--- src/rtl/seq_alu_pkg.sv ---
// Shared widths, opcodes and FSM encoding for the sequential ALU,
// plus the combinational evaluator for the single-cycle opcodes.
package seq_alu_pkg;

   localparam int WORD_SIZE = 16;
   localparam int OP_WIDTH  = 3;
   localparam int CNT_WIDTH = 4;

   typedef logic [OP_WIDTH-1:0] op_t;

   localparam op_t OP_PASS = 3'b000;
   localparam op_t OP_ADD  = 3'b001;
   localparam op_t OP_SUB  = 3'b010;
   localparam op_t OP_MUL  = 3'b011;
   localparam op_t OP_AND  = 3'b100;
   localparam op_t OP_OR   = 3'b101;
   localparam op_t OP_XOR  = 3'b110;
   localparam op_t OP_RSVD = 3'b111;

   localparam logic [CNT_WIDTH-1:0] CNT_LAST = 4'hF;

   typedef enum logic [1:0] {
      ST_IDLE = 2'd0,
      ST_MULT = 2'd1,
      ST_DONE = 2'd2
   } state_t;

   // Returns {carry, result}. MUL and the reserved code evaluate to zero here.
   function automatic logic [WORD_SIZE:0] single_op(
      input op_t                  op,
      input logic [WORD_SIZE-1:0] a,
      input logic [WORD_SIZE-1:0] b
   );
      logic [WORD_SIZE:0] res;
      res = '0;
      case (op)
         OP_PASS: res = {1'b0, b};
         OP_ADD:  res = {1'b0, a} + {1'b0, b};
         OP_SUB:  res = {(a < b), a - b};
         OP_AND:  res = {1'b0, a & b};
         OP_OR:   res = {1'b0, a | b};
         OP_XOR:  res = {1'b0, a ^ b};
         default: res = '0;
      endcase
      return res;
   endfunction

endpackage

--- src/rtl/seq_alu_if.sv ---
// Command/result bundle between the accumulator datapath and the ALU.
interface seq_alu_if;
   import seq_alu_pkg::*;

   // start is a request taken on any rising edge where busy is low (no queuing
   // while busy); done is a one-cycle strobe marking alu_out/zero/carry valid.
   logic                 start;
   op_t                  op;
   logic [WORD_SIZE-1:0] a;
   logic [WORD_SIZE-1:0] b;
   logic                 busy;
   logic                 done;
   logic [WORD_SIZE-1:0] alu_out;
   logic                 zero;
   logic                 carry;
   state_t               dbg_state;

   modport master (
      output start, op, a, b,
      input  busy, done, alu_out, zero, carry, dbg_state
   );

   modport slave (
      input  start, op, a, b,
      output busy, done, alu_out, zero, carry, dbg_state
   );

endinterface

--- src/rtl/seq_alu_shift_add_multiplier.sv ---
// 16x16 unsigned shift-add multiplier, one partial product per cycle,
// always exactly 16 iterations.
module shift_add_multiplier
   import seq_alu_pkg::*;
(
   input  logic                   clk,
   input  logic                   rst,
   input  logic                   start,
   input  logic [WORD_SIZE-1:0]   a,
   input  logic [WORD_SIZE-1:0]   b,
   output logic                   busy,
   output logic                   done,
   output logic [2*WORD_SIZE-1:0] product
);

   logic [2*WORD_SIZE-1:0] mcand_q, mcand_d;
   logic [WORD_SIZE-1:0]   mplier_q, mplier_d;
   logic [2*WORD_SIZE-1:0] acc_q, acc_d;
   logic [CNT_WIDTH-1:0]   cnt_q, cnt_d;
   logic                   busy_q, busy_d;
   logic [2*WORD_SIZE-1:0] acc_step;

   // acc_step is the accumulator after this cycle's iteration, so on the last
   // iteration it is already the full product.
   assign acc_step = acc_q + (mplier_q[0] ? mcand_q : '0);

   always_comb begin
      mcand_d  = mcand_q;
      mplier_d = mplier_q;
      acc_d    = acc_q;
      cnt_d    = cnt_q;
      busy_d   = busy_q;
      if (start && !busy_q) begin
         mcand_d  = {{WORD_SIZE{1'b0}}, a};
         mplier_d = b;
         acc_d    = '0;
         cnt_d    = '0;
         busy_d   = 1'b1;
      end else if (busy_q) begin
         acc_d    = acc_step;
         mcand_d  = mcand_q << 1;
         mplier_d = mplier_q >> 1;
         cnt_d    = cnt_q + 1'b1;
         if (cnt_q == CNT_LAST) begin
            busy_d = 1'b0;
         end
      end
   end

   always_ff @(posedge clk or negedge rst) begin
      if (!rst) begin
         mcand_q  <= '0;
         mplier_q <= '0;
         acc_q    <= '0;
         cnt_q    <= '0;
         busy_q   <= 1'b0;
      end else begin
         mcand_q  <= mcand_d;
         mplier_q <= mplier_d;
         acc_q    <= acc_d;
         cnt_q    <= cnt_d;
         busy_q   <= busy_d;
      end
   end

   assign busy    = busy_q;
   assign done    = busy_q && (cnt_q == CNT_LAST);
   assign product = acc_step;

endmodule

--- src/rtl/seq_alu.sv ---
// Sequential ALU feeding the accumulator: single-cycle logic/arith ops and a
// 17-cycle shift-add MUL, with a one-cycle done strobe driving alu_to_ac.
module seq_alu
   import seq_alu_pkg::*;
(
   input logic      clk,
   input logic      rst,
   seq_alu_if.slave bus
);

   state_t                 state_q, state_d;
   logic                   busy_q, busy_d;
   logic                   done_q, done_d;
   logic                   zero_q, zero_d;
   logic                   carry_q, carry_d;
   logic [WORD_SIZE-1:0]   alu_out_q, alu_out_d;

   logic                   accept;
   logic                   mul_start;
   logic                   mul_busy;
   logic                   mul_last;
   logic [2*WORD_SIZE-1:0] mul_product;
   logic [WORD_SIZE:0]     single_res;

   assign accept     = bus.start && !busy_q && !mul_busy;
   assign mul_start  = accept && (bus.op == OP_MUL);
   assign single_res = single_op(bus.op, bus.a, bus.b);

   shift_add_multiplier u_mul (
      .clk     (clk),
      .rst     (rst),
      .start   (mul_start),
      .a       (bus.a),
      .b       (bus.b),
      .busy    (mul_busy),
      .done    (mul_last),
      .product (mul_product)
   );

   always_comb begin
      state_d   = state_q;
      busy_d    = 1'b0;
      done_d    = 1'b0;
      alu_out_d = alu_out_q;
      zero_d    = zero_q;
      carry_d   = carry_q;
      case (state_q)
         ST_MULT: begin
            busy_d = 1'b1;
            if (mul_last) begin
               alu_out_d = mul_product[WORD_SIZE-1:0];
               carry_d   = |mul_product[2*WORD_SIZE-1:WORD_SIZE];
               zero_d    = (mul_product[WORD_SIZE-1:0] == '0);
               done_d    = 1'b1;
               busy_d    = 1'b0;
               state_d   = ST_DONE;
            end
         end
         default: begin
            // IDLE and DONE both accept, giving 1-cycle throughput back to back.
            state_d = ST_IDLE;
            if (accept) begin
               if (bus.op == OP_MUL) begin
                  busy_d  = 1'b1;
                  state_d = ST_MULT;
               end else begin
                  alu_out_d = single_res[WORD_SIZE-1:0];
                  carry_d   = single_res[WORD_SIZE];
                  zero_d    = (single_res[WORD_SIZE-1:0] == '0);
                  done_d    = 1'b1;
                  state_d   = ST_DONE;
               end
            end
         end
      endcase
   end

   always_ff @(posedge clk or negedge rst) begin
      if (!rst) begin
         state_q   <= ST_IDLE;
         busy_q    <= 1'b0;
         done_q    <= 1'b0;
         alu_out_q <= '0;
         zero_q    <= 1'b1;
         carry_q   <= 1'b0;
      end else begin
         state_q   <= state_d;
         busy_q    <= busy_d;
         done_q    <= done_d;
         alu_out_q <= alu_out_d;
         zero_q    <= zero_d;
         carry_q   <= carry_d;
      end
   end

   assign bus.busy      = busy_q;
   assign bus.done      = done_q;
   assign bus.alu_out   = alu_out_q;
   assign bus.zero      = zero_q;
   assign bus.carry     = carry_q;
   assign bus.dbg_state = state_q;

endmodule
--- src/flat_wrapper.sv ---
// flat-port wrapper written by rule: the top's interface ports become plain ports
module seq_alu_flat import seq_alu_pkg::*;
  (clk, rst, bus_start, bus_op, bus_a, bus_b, bus_busy, bus_done, bus_alu_out, bus_zero, bus_carry, bus_dbg_state);
  seq_alu_if bus_i ();
  input logic clk;
  input logic rst;
  input wire logic [$bits(bus_i.start)-1:0] bus_start;
  input wire logic [$bits(bus_i.op)-1:0] bus_op;
  input wire logic [$bits(bus_i.a)-1:0] bus_a;
  input wire logic [$bits(bus_i.b)-1:0] bus_b;
  output wire logic [$bits(bus_i.busy)-1:0] bus_busy;
  output wire logic [$bits(bus_i.done)-1:0] bus_done;
  output wire logic [$bits(bus_i.alu_out)-1:0] bus_alu_out;
  output wire logic [$bits(bus_i.zero)-1:0] bus_zero;
  output wire logic [$bits(bus_i.carry)-1:0] bus_carry;
  output wire logic [$bits(bus_i.dbg_state)-1:0] bus_dbg_state;
  assign bus_i.start = bus_start;
  assign bus_i.op = bus_op;
  assign bus_i.a = bus_a;
  assign bus_i.b = bus_b;
  assign bus_busy = bus_i.busy;
  assign bus_done = bus_i.done;
  assign bus_alu_out = bus_i.alu_out;
  assign bus_zero = bus_i.zero;
  assign bus_carry = bus_i.carry;
  assign bus_dbg_state = bus_i.dbg_state;
  seq_alu u_core (.clk(clk), .rst(rst), .bus(bus_i));
endmodule
--- config.mk ---
export PLATFORM = sky130hd
export DESIGN_NAME = seq_alu_flat
export DESIGN_NICKNAME = d
export VERILOG_FILES = /design/src/rtl/seq_alu_pkg.sv /design/src/rtl/seq_alu_if.sv /design/src/rtl/seq_alu_shift_add_multiplier.sv /design/src/rtl/seq_alu.sv /design/src/flat_wrapper.sv
export SDC_FILE = /design/constraint.sdc
export NUM_CORES = 1
export LEC_CHECK = 0
export CAP_MARGIN = 15
export CELL_PAD_IN_SITES_DETAIL_PLACEMENT = 1
export CELL_PAD_IN_SITES_GLOBAL_PLACEMENT = 2
export CORE_UTILIZATION = 30
export CTS_BUF_LIST = sky130_fd_sc_hd__clkbuf_4
export DETAILED_ROUTE_END_ITERATION = 10
export GPL_TIMING_DRIVEN = 0
export HOLD_SLACK_MARGIN = 0.08
export PLACE_DENSITY_LB_ADDON = 0.3
export SLEW_MARGIN = 15
export SYNTH_ARGS = -nofsm -noshare
export SYNTH_HDL_FRONTEND = slang
export SYNTH_HIERARCHICAL = 1
export SYNTH_SLANG_ARGS = --single-unit
export TNS_END_PERCENT = 10
--- constraint.sdc ---
create_clock -name clk -period 5.75 [get_ports clk]
set_input_delay 0.575 -clock clk [delete_from_list [all_inputs] [get_ports clk]]
set_output_delay 0.575 -clock clk [all_outputs]
set_load 0.1 [all_outputs]
==> flow_summary.json, run 1 <==
{
  "clock-sinks": 107,
  "finalHoldViolations": 0,
  "maxSlewViolCount": 0,
  "required_ns": 6.20,
  "min_period_ns": 4.30,
  "critPathKind": "register to register",
  "post-cts-setup-buffers": 0,
  "syn_nets": 1211,
  "synthArstFlopShare": 1.00,
  "dpl.cell_count": 1535,
  "synth_top_area_cell": "dfrtp_1",
  "clkTransAtPathRegs_ns": 0.23,
  "critPathArrivalTime_ns": 4.76,
  "rsz0062_at_grt": "no",
  "ys_seq_elements": 107,
  "cts_max_level": 3,
  "cellPowerDensity_mw_per_mm2": 387,
  "drc": 0,
  "synth_area_leaders": "dfrtp_1 (29%), ha_1 (11%), mux2i_1 (5.9%)",
  "avgSynthCellArea_sq_um": 8.47,
  "dpl.hpwl_mm": 26.6,
  "first_iter_violations": 612,
  "fillers": 3599,
  "detailroute.via_count": 8639,
  "synthToLayoutAreaGrowth_pct": 13.7,
  "synth_top_cells_by_count": "dfrtp_1 (106), nand2_1 (100), o21ai_0 (91), ha_1 (83), nor2_1 (71)",
  "fin_crit_sh": 0.749,
  "grt_use_total": 0.222,
  "post_drt_wl_per_cell_microns": 21.7,
  "cp-start-kind": "register",
  "finalSetupViolations": 0,
  "clock_latency_ns": 0.54,
  "worstMarginPinSlew_ns": 1.13,
  "antenna_left": 0,
  "first_pass_iters": 5,
  "cts_buffer_depth": 2,
  "die_h_microns": 177,
  "core-area_sq_mm": 0.0300,
  "grt_pass1_wl_mm": 53.4,
  "via_per_inst": 5.56,
  "synth_top_area_share": 0.288,
  "start_util": 0.307,
  "drive_above_1_share": 0.0508,
  "synth-seq-area-share": 0.291,
  "dieArea_sq_mm": 0.0314,
  "finalSetupTns_ns": 0,
  "drt_wl_total_mm": 33.7,
  "r2r-start": "u_core/u_mul/mplier_q[0]",
  "cts_resized": 0,
  "synth-main-ff-cell": "dfrtp_1",
  "cts_hold_buf": 1,
  "max-slew-margin-rel": 0.234,
  "synth_edf_count": 0,
  "root_buffer": "clkbuf_4",
  "portBuffers": 57,
  "grt_pass1_vias": 8933,
  "max_freq_mhz": 232,
  "overflow": 0,
  "antenna_found_initial": 1,
  "yosys_warnings": 6,
  "end_kind": "register",
  "r2r_setup_slack_ns": 1.45,
  "fin_nets": 1281,
  "syn_area_sq_mm": 0.00921,
  "grt_start_max_net_pins": 80,
  "die_x_microns": 177,
  "worstSetupStartpoint": "u_core/u_mul/mplier_q[0]",
  "ys_types": 95,
  "pin_count": 60,
  "cts_buffers": 9,
  "status": "finished clean",
  "instances_no_fill": 1553,
  "crit_fanout": 10,
  "rows": 63,
  "yosysMostFrequentCell": "dfrtp_1",
  "p_leak_nw": 4.62,
  "worst_clock_skew_ns": 0.0380,
  "maxCapViolations": 0,
  "netlist_instances": 1087,
  "ir_worst_vdd_mv": 0.228,
  "hold_class": "input pin to asynchronous set/reset pin",
  "gp_congestion": 0.859,
  "tritoncts": "built"
}
power by group:
| part | switching, mW | total [mW] | internal (mW) | leakage (nW) |
|---|---|---|---|---|
| registers | 0.213 | 1.26 | 1.04 | 1.41 |
| logic | 1.66 | 2.36 | 0.703 | 3.12 |
| clock network | 0.331 | 0.441 | 0.109 | 0.0826 |
final cells by class:
cell class	count	area, sq um	area share
sequential	107	2680	0.256
clock buffer	9	67.6	0.00646
tap	390	488	0.0466
antenna	1	2.50	0.000239
buffer	67	277	0.0264
multi-input combinational	853	6030	0.576
timing repair buffer	59	609	0.0582
inverter	60	225	0.0215
clock inverter	7	91.3	0.00873
through the flow:
step / power, mW / utilization / hold slack [ns] / instance area, sq um / worst slack, ns
final: 4.05 / 0.349 / 0.443 / 10500 / 1.45
after global routing: 4.34 / 0.349 / 0.446 / 10500 / 1.12
after CTS: 4.09 / 0.349 / 0.422 / 10500 / 1.37
after detailed placement: 3.63 / 0.344 / 0.475 / 10300 / 1.29
after global placement: 3.60 / 0.343 / 0.462 / 10300 / -0.584
after floorplan: 2.87 / - / 0.279 / 9210 / 2.42
kinds of logic after synthesis:
family / share of synthesized area
flip-flops: 0.291
AND/OR/NAND/NOR: 0.178
buffers and inverters: 0.0545
multiplexers: 0.0612
AO/OA/AOI/OAI: 0.263
XOR/XNOR: 0.0332
adder cells (fa/ha/maj): 0.119
worst paths after layout:
kind / end / cells past startpoint
max in group asynchronous: u_core/bus.zero / 3
min reg2reg: u_core/u_mul/mplier_q[0] / 2
min: u_core/u_mul/acc_q[28] / 2
min in group clk: u_core/u_mul/mplier_q[0] / 2
max: u_core/bus.carry / 14
max reg2reg: u_core/bus.carry / 14
layout by cell type (no fill, tap or decap), types with 16 or more instances in the layout:
cell | netlist | layout
mux2i_1 | 54 | 54
nor2_1 | 71 | 71
clkbuf_1 | 48 | 48
clkdlybuf4s50_1 | 0 | 56
dfrtp_1 | 106 | 106
and2_1 | 38 | 38
o21ai_0 | 91 | 91
nand2_1 | 100 | 100
a21oi_1 | 64 | 64
nor3_1 | 18 | 18
ha_1 | 83 | 83
inv_1 | 55 | 55
xnor2_1 | 19 | 19
nand2b_1 | 21 | 21
a21o_1 | 21 | 21
a22o_1 | 31 | 31
nand3_1 | 16 | 16
sequential cells by signal, indices dropped and copies added, names as in the netlist, 2 cells and up:
| signal | flops |
|---|---|
| u_core/bus.dbg_state | 2 |
| u_core/bus.alu_out | 16 |
| u_core/u_mul/mplier_q | 16 |
| u_core/u_mul/mcand_q | 32 |
| u_core/u_mul/cnt_q | 4 |
| u_core/u_mul/acc_q | 32 |
per-layer routing:
metal	GRT usage	share of wire	routed length, microns	vias to the layer above
met1	0.309	0.49	16500	4386
met5	0	0	0	-
li1	-	-	-	4092
met3	0.0234	0.025	856	23
met4	0.0438	0.013	422	0
met2	0.370	0.47	15900	138
worst max-delay path: stages (launching register included):
cell and delay (ns):
dfrtp_1 0.51, clkbuf_1 0.23, and2_1 0.23, fa_1 0.45
a21oi_2 0.21, o221ai_2 0.19, a221o_1 0.40, o21ai_0 0.45
a31oi_1 0.21, or3_1 0.36, and2_1 0.17, nor4_1 0.28
nand4_1 0.25, a21oi_1 0.20, a21oi_1 0.08
No activity file was read; power rests on OpenSTA's default activity.
==> inputs of run 2 (changes only) <==
clock period = 4.2 ns   (was 5.75 ns; I/O delays follow)
==> flow_summary.json, run 2 (synthesis gave the netlist of run 1 again) <==
{
  "worst_clock_skew_ns": 0.0350,
  "cellPowerDensity_mw_per_mm2": 531,
  "overflow": 0,
  "fin_crit_sh": 0.926,
  "cts_max_level": 3,
  "maxCapViolations": 0,
  "die_h_microns": 177,
  "grt_pass1_wl_mm": 53.4,
  "synthToLayoutAreaGrowth_pct": 14.0,
  "status": "finished clean",
  "end_kind": "register",
  "hold_class": "input pin to asynchronous set/reset pin",
  "antenna_left": 0,
  "cp-start-kind": "register",
  "required_ns": 4.66,
  "clkPwrFrac": 0.108,
  "multiInputGateArea_sq_mm": 0.00605,
  "gp_congestion": 0.859,
  "detailroute.via_count": 8586,
  "seq_power_share": 0.309,
  "drt_wl_total_mm": 33.7,
  "start_util": 0.307,
  "post_drt_wl_per_cell_microns": 21.7,
  "rows": 63,
  "switchingPower_mw": 3.02,
  "critPathTopFamily": "compound AO/OA/AOI/OAI gates",
  "ir_worst_vdd_mv": 0.313,
  "worstMarginPinSlew_ns": 1.22,
  "hold_slack_ns": 0.284,
  "clock-sinks": 107,
  "critPathArrivalTime_ns": 4.35,
  "final_common_cell": "dfrtp_1",
  "tritoncts": "built",
  "path_buf_inv": 0,
  "intPower_mw": 2.55,
  "pin_count": 60,
  "setup_slack_ns": 0.311,
  "final_util": 0.350,
  "clkTransAtPathRegs_ns": 0.23,
  "drc": 0,
  "dieArea_sq_mm": 0.0314,
  "cp_slowest_stage_delay_ns": 0.51,
  "clock_latency_ns": 0.54,
  "fillers": 3595,
  "die_x_microns": 177,
  "switching_share": 0.542,
  "instances_no_fill": 1553,
  "final_cell_mix": "dfrtp_1 (105), nand2_1 (100), o21ai_0 (89)",
  "grt_start_max_net_pins": 80,
  "max-slew-margin-rel": 0.175,
  "antenna_found_initial": 1,
  "reg.largest.list": "u_core/u_mul/acc_q: 32 flops, u_core/u_mul/mcand_q: 32 flops",
  "cts_buffer_depth": 2,
  "rsz0062_at_grt": "no",
  "drive_above_1_share": 0.0577,
  "fin_nets": 1281,
  "first_pass_iters": 5,
  "finalHoldViolations": 0,
  "p_leak_nw": 4.63,
  "crit_slowest_cell": "dfrtp_2",
  "critPathKind": "register to register",
  "r2r_setup_slack_ns": 0.31,
  "p_comb_frac": 0.583,
  "dpl.hpwl_mm": 26.6,
  "first_iter_violations": 598,
  "via_per_inst": 5.53,
  "dpl.cell_count": 1535,
  "post-cts-setup-buffers": 0,
  "crit_fanout": 6,
  "place_ws_ns": -0.165,
  "root_buffer": "clkbuf_4",
  "max_freq_mhz": 257,
  "finalSetupViolations": 0,
  "cts_buffers": 9,
  "grt_use_total": 0.222,
  "seqCellArea_sq_mm": 0.00268,
  "cp_cell_sequence": "and2_1 -> ha_1 -> fa_1 -> a21oi_2 -> o221ai_2 -> a221o_1 -> o21ai_2 -> a31oi_1 -> or3_1 -> and2_1 -> nor4_2 -> nand4_1 -> a21oi_1 -> a21oi_1",
  "portBuffers": 57,
  "core-area_sq_mm": 0.0300,
  "maxSlewViolCount": 0,
  "grt_pass1_vias": 8933,
  "min_period_ns": 3.89
}
[run 2: cell counts in the layout (fill, tap and decap cells not counted)]
No cell type changed its count.
[run 2: final cells by class]
class | count | area share
multi-input cells | 853 | 0.576
plain buffers | 67 | 0.0267
diodes | 1 | 0.000239
repair buffers | 59 | 0.0581
inverters | 60 | 0.0215
flip-flops and latches | 107 | 0.255
clock buffers | 9 | 0.00644
well taps | 390 | 0.0465
clock inverters | 7 | 0.00871
[run 2: repair_timing]
action,in CTS,in global routing
resized for setup,2,11
endpoints found under the setup margin,1,1
pin swaps,0,2
endpoints found under the hold margin,28,0
hold buffers,1,0
cloned,0,0
[run 2: worst paths after layout]
check                           depth (start not counted)                        to                      from
worst max register to register                         14          u_core/bus.carry  u_core/u_mul/mplier_q[0]
min in group clk                                        2  u_core/u_mul/mplier_q[0]  u_core/u_mul/mplier_q[1]
worst min-delay path                                    2    u_core/u_mul/acc_q[28]                       rst
max in group asynchronous                               3           u_core/bus.zero                       rst
worst max-delay path                                   14          u_core/bus.carry  u_core/u_mul/mplier_q[0]
worst min register to register                          2  u_core/u_mul/mplier_q[0]  u_core/u_mul/mplier_q[1]
[run 2: routing by layer]
layer / GRT usage / share of wire
met1: 0.310 / 0.49
met2: 0.370 / 0.47
met3: 0.0234 / 0.027
met4: 0.0438 / 0.011
met5: 0 / 0
[run 2: through the flow]
step | area (sq um) | power [mW] | setup TNS [ns]
after detailed placement | 10300 | 4.97 | -0.272
after global placement | 10300 | 4.93 | -208.83
after global routing | 10500 | 5.97 | 0
after CTS | 10500 | 5.60 | 0
final | 10500 | 5.57 | 0
after floorplan | 9210 | 3.93 | 0
[run 2: power groups by stage]
stage | registers [mW] | clock network [mW] | logic, mW
2_1_floorplan | 2.35 | 0 | 1.58
3_3_place_gp | 1.73 | 0 | 3.19
3_5_place_dp | 1.74 | 0 | 3.23
4_1_cts | 1.72 | 0.632 | 3.24
5_1_grt | 1.77 | 0.662 | 3.53
6_report | 1.72 | 0.604 | 3.25
[run 2: worst reg2reg max path: stages, from the launching register on]
cell      delay (ns)
dfrtp_2         0.51
and2_1          0.18
ha_1            0.24
fa_1            0.43
a21oi_2         0.22
o221ai_2        0.19
a221o_1         0.41
o21ai_2         0.25
a31oi_1         0.16
or3_1           0.35
and2_1          0.18
nor4_2          0.21
nand4_1         0.22
a21oi_1         0.19
a21oi_1         0.08
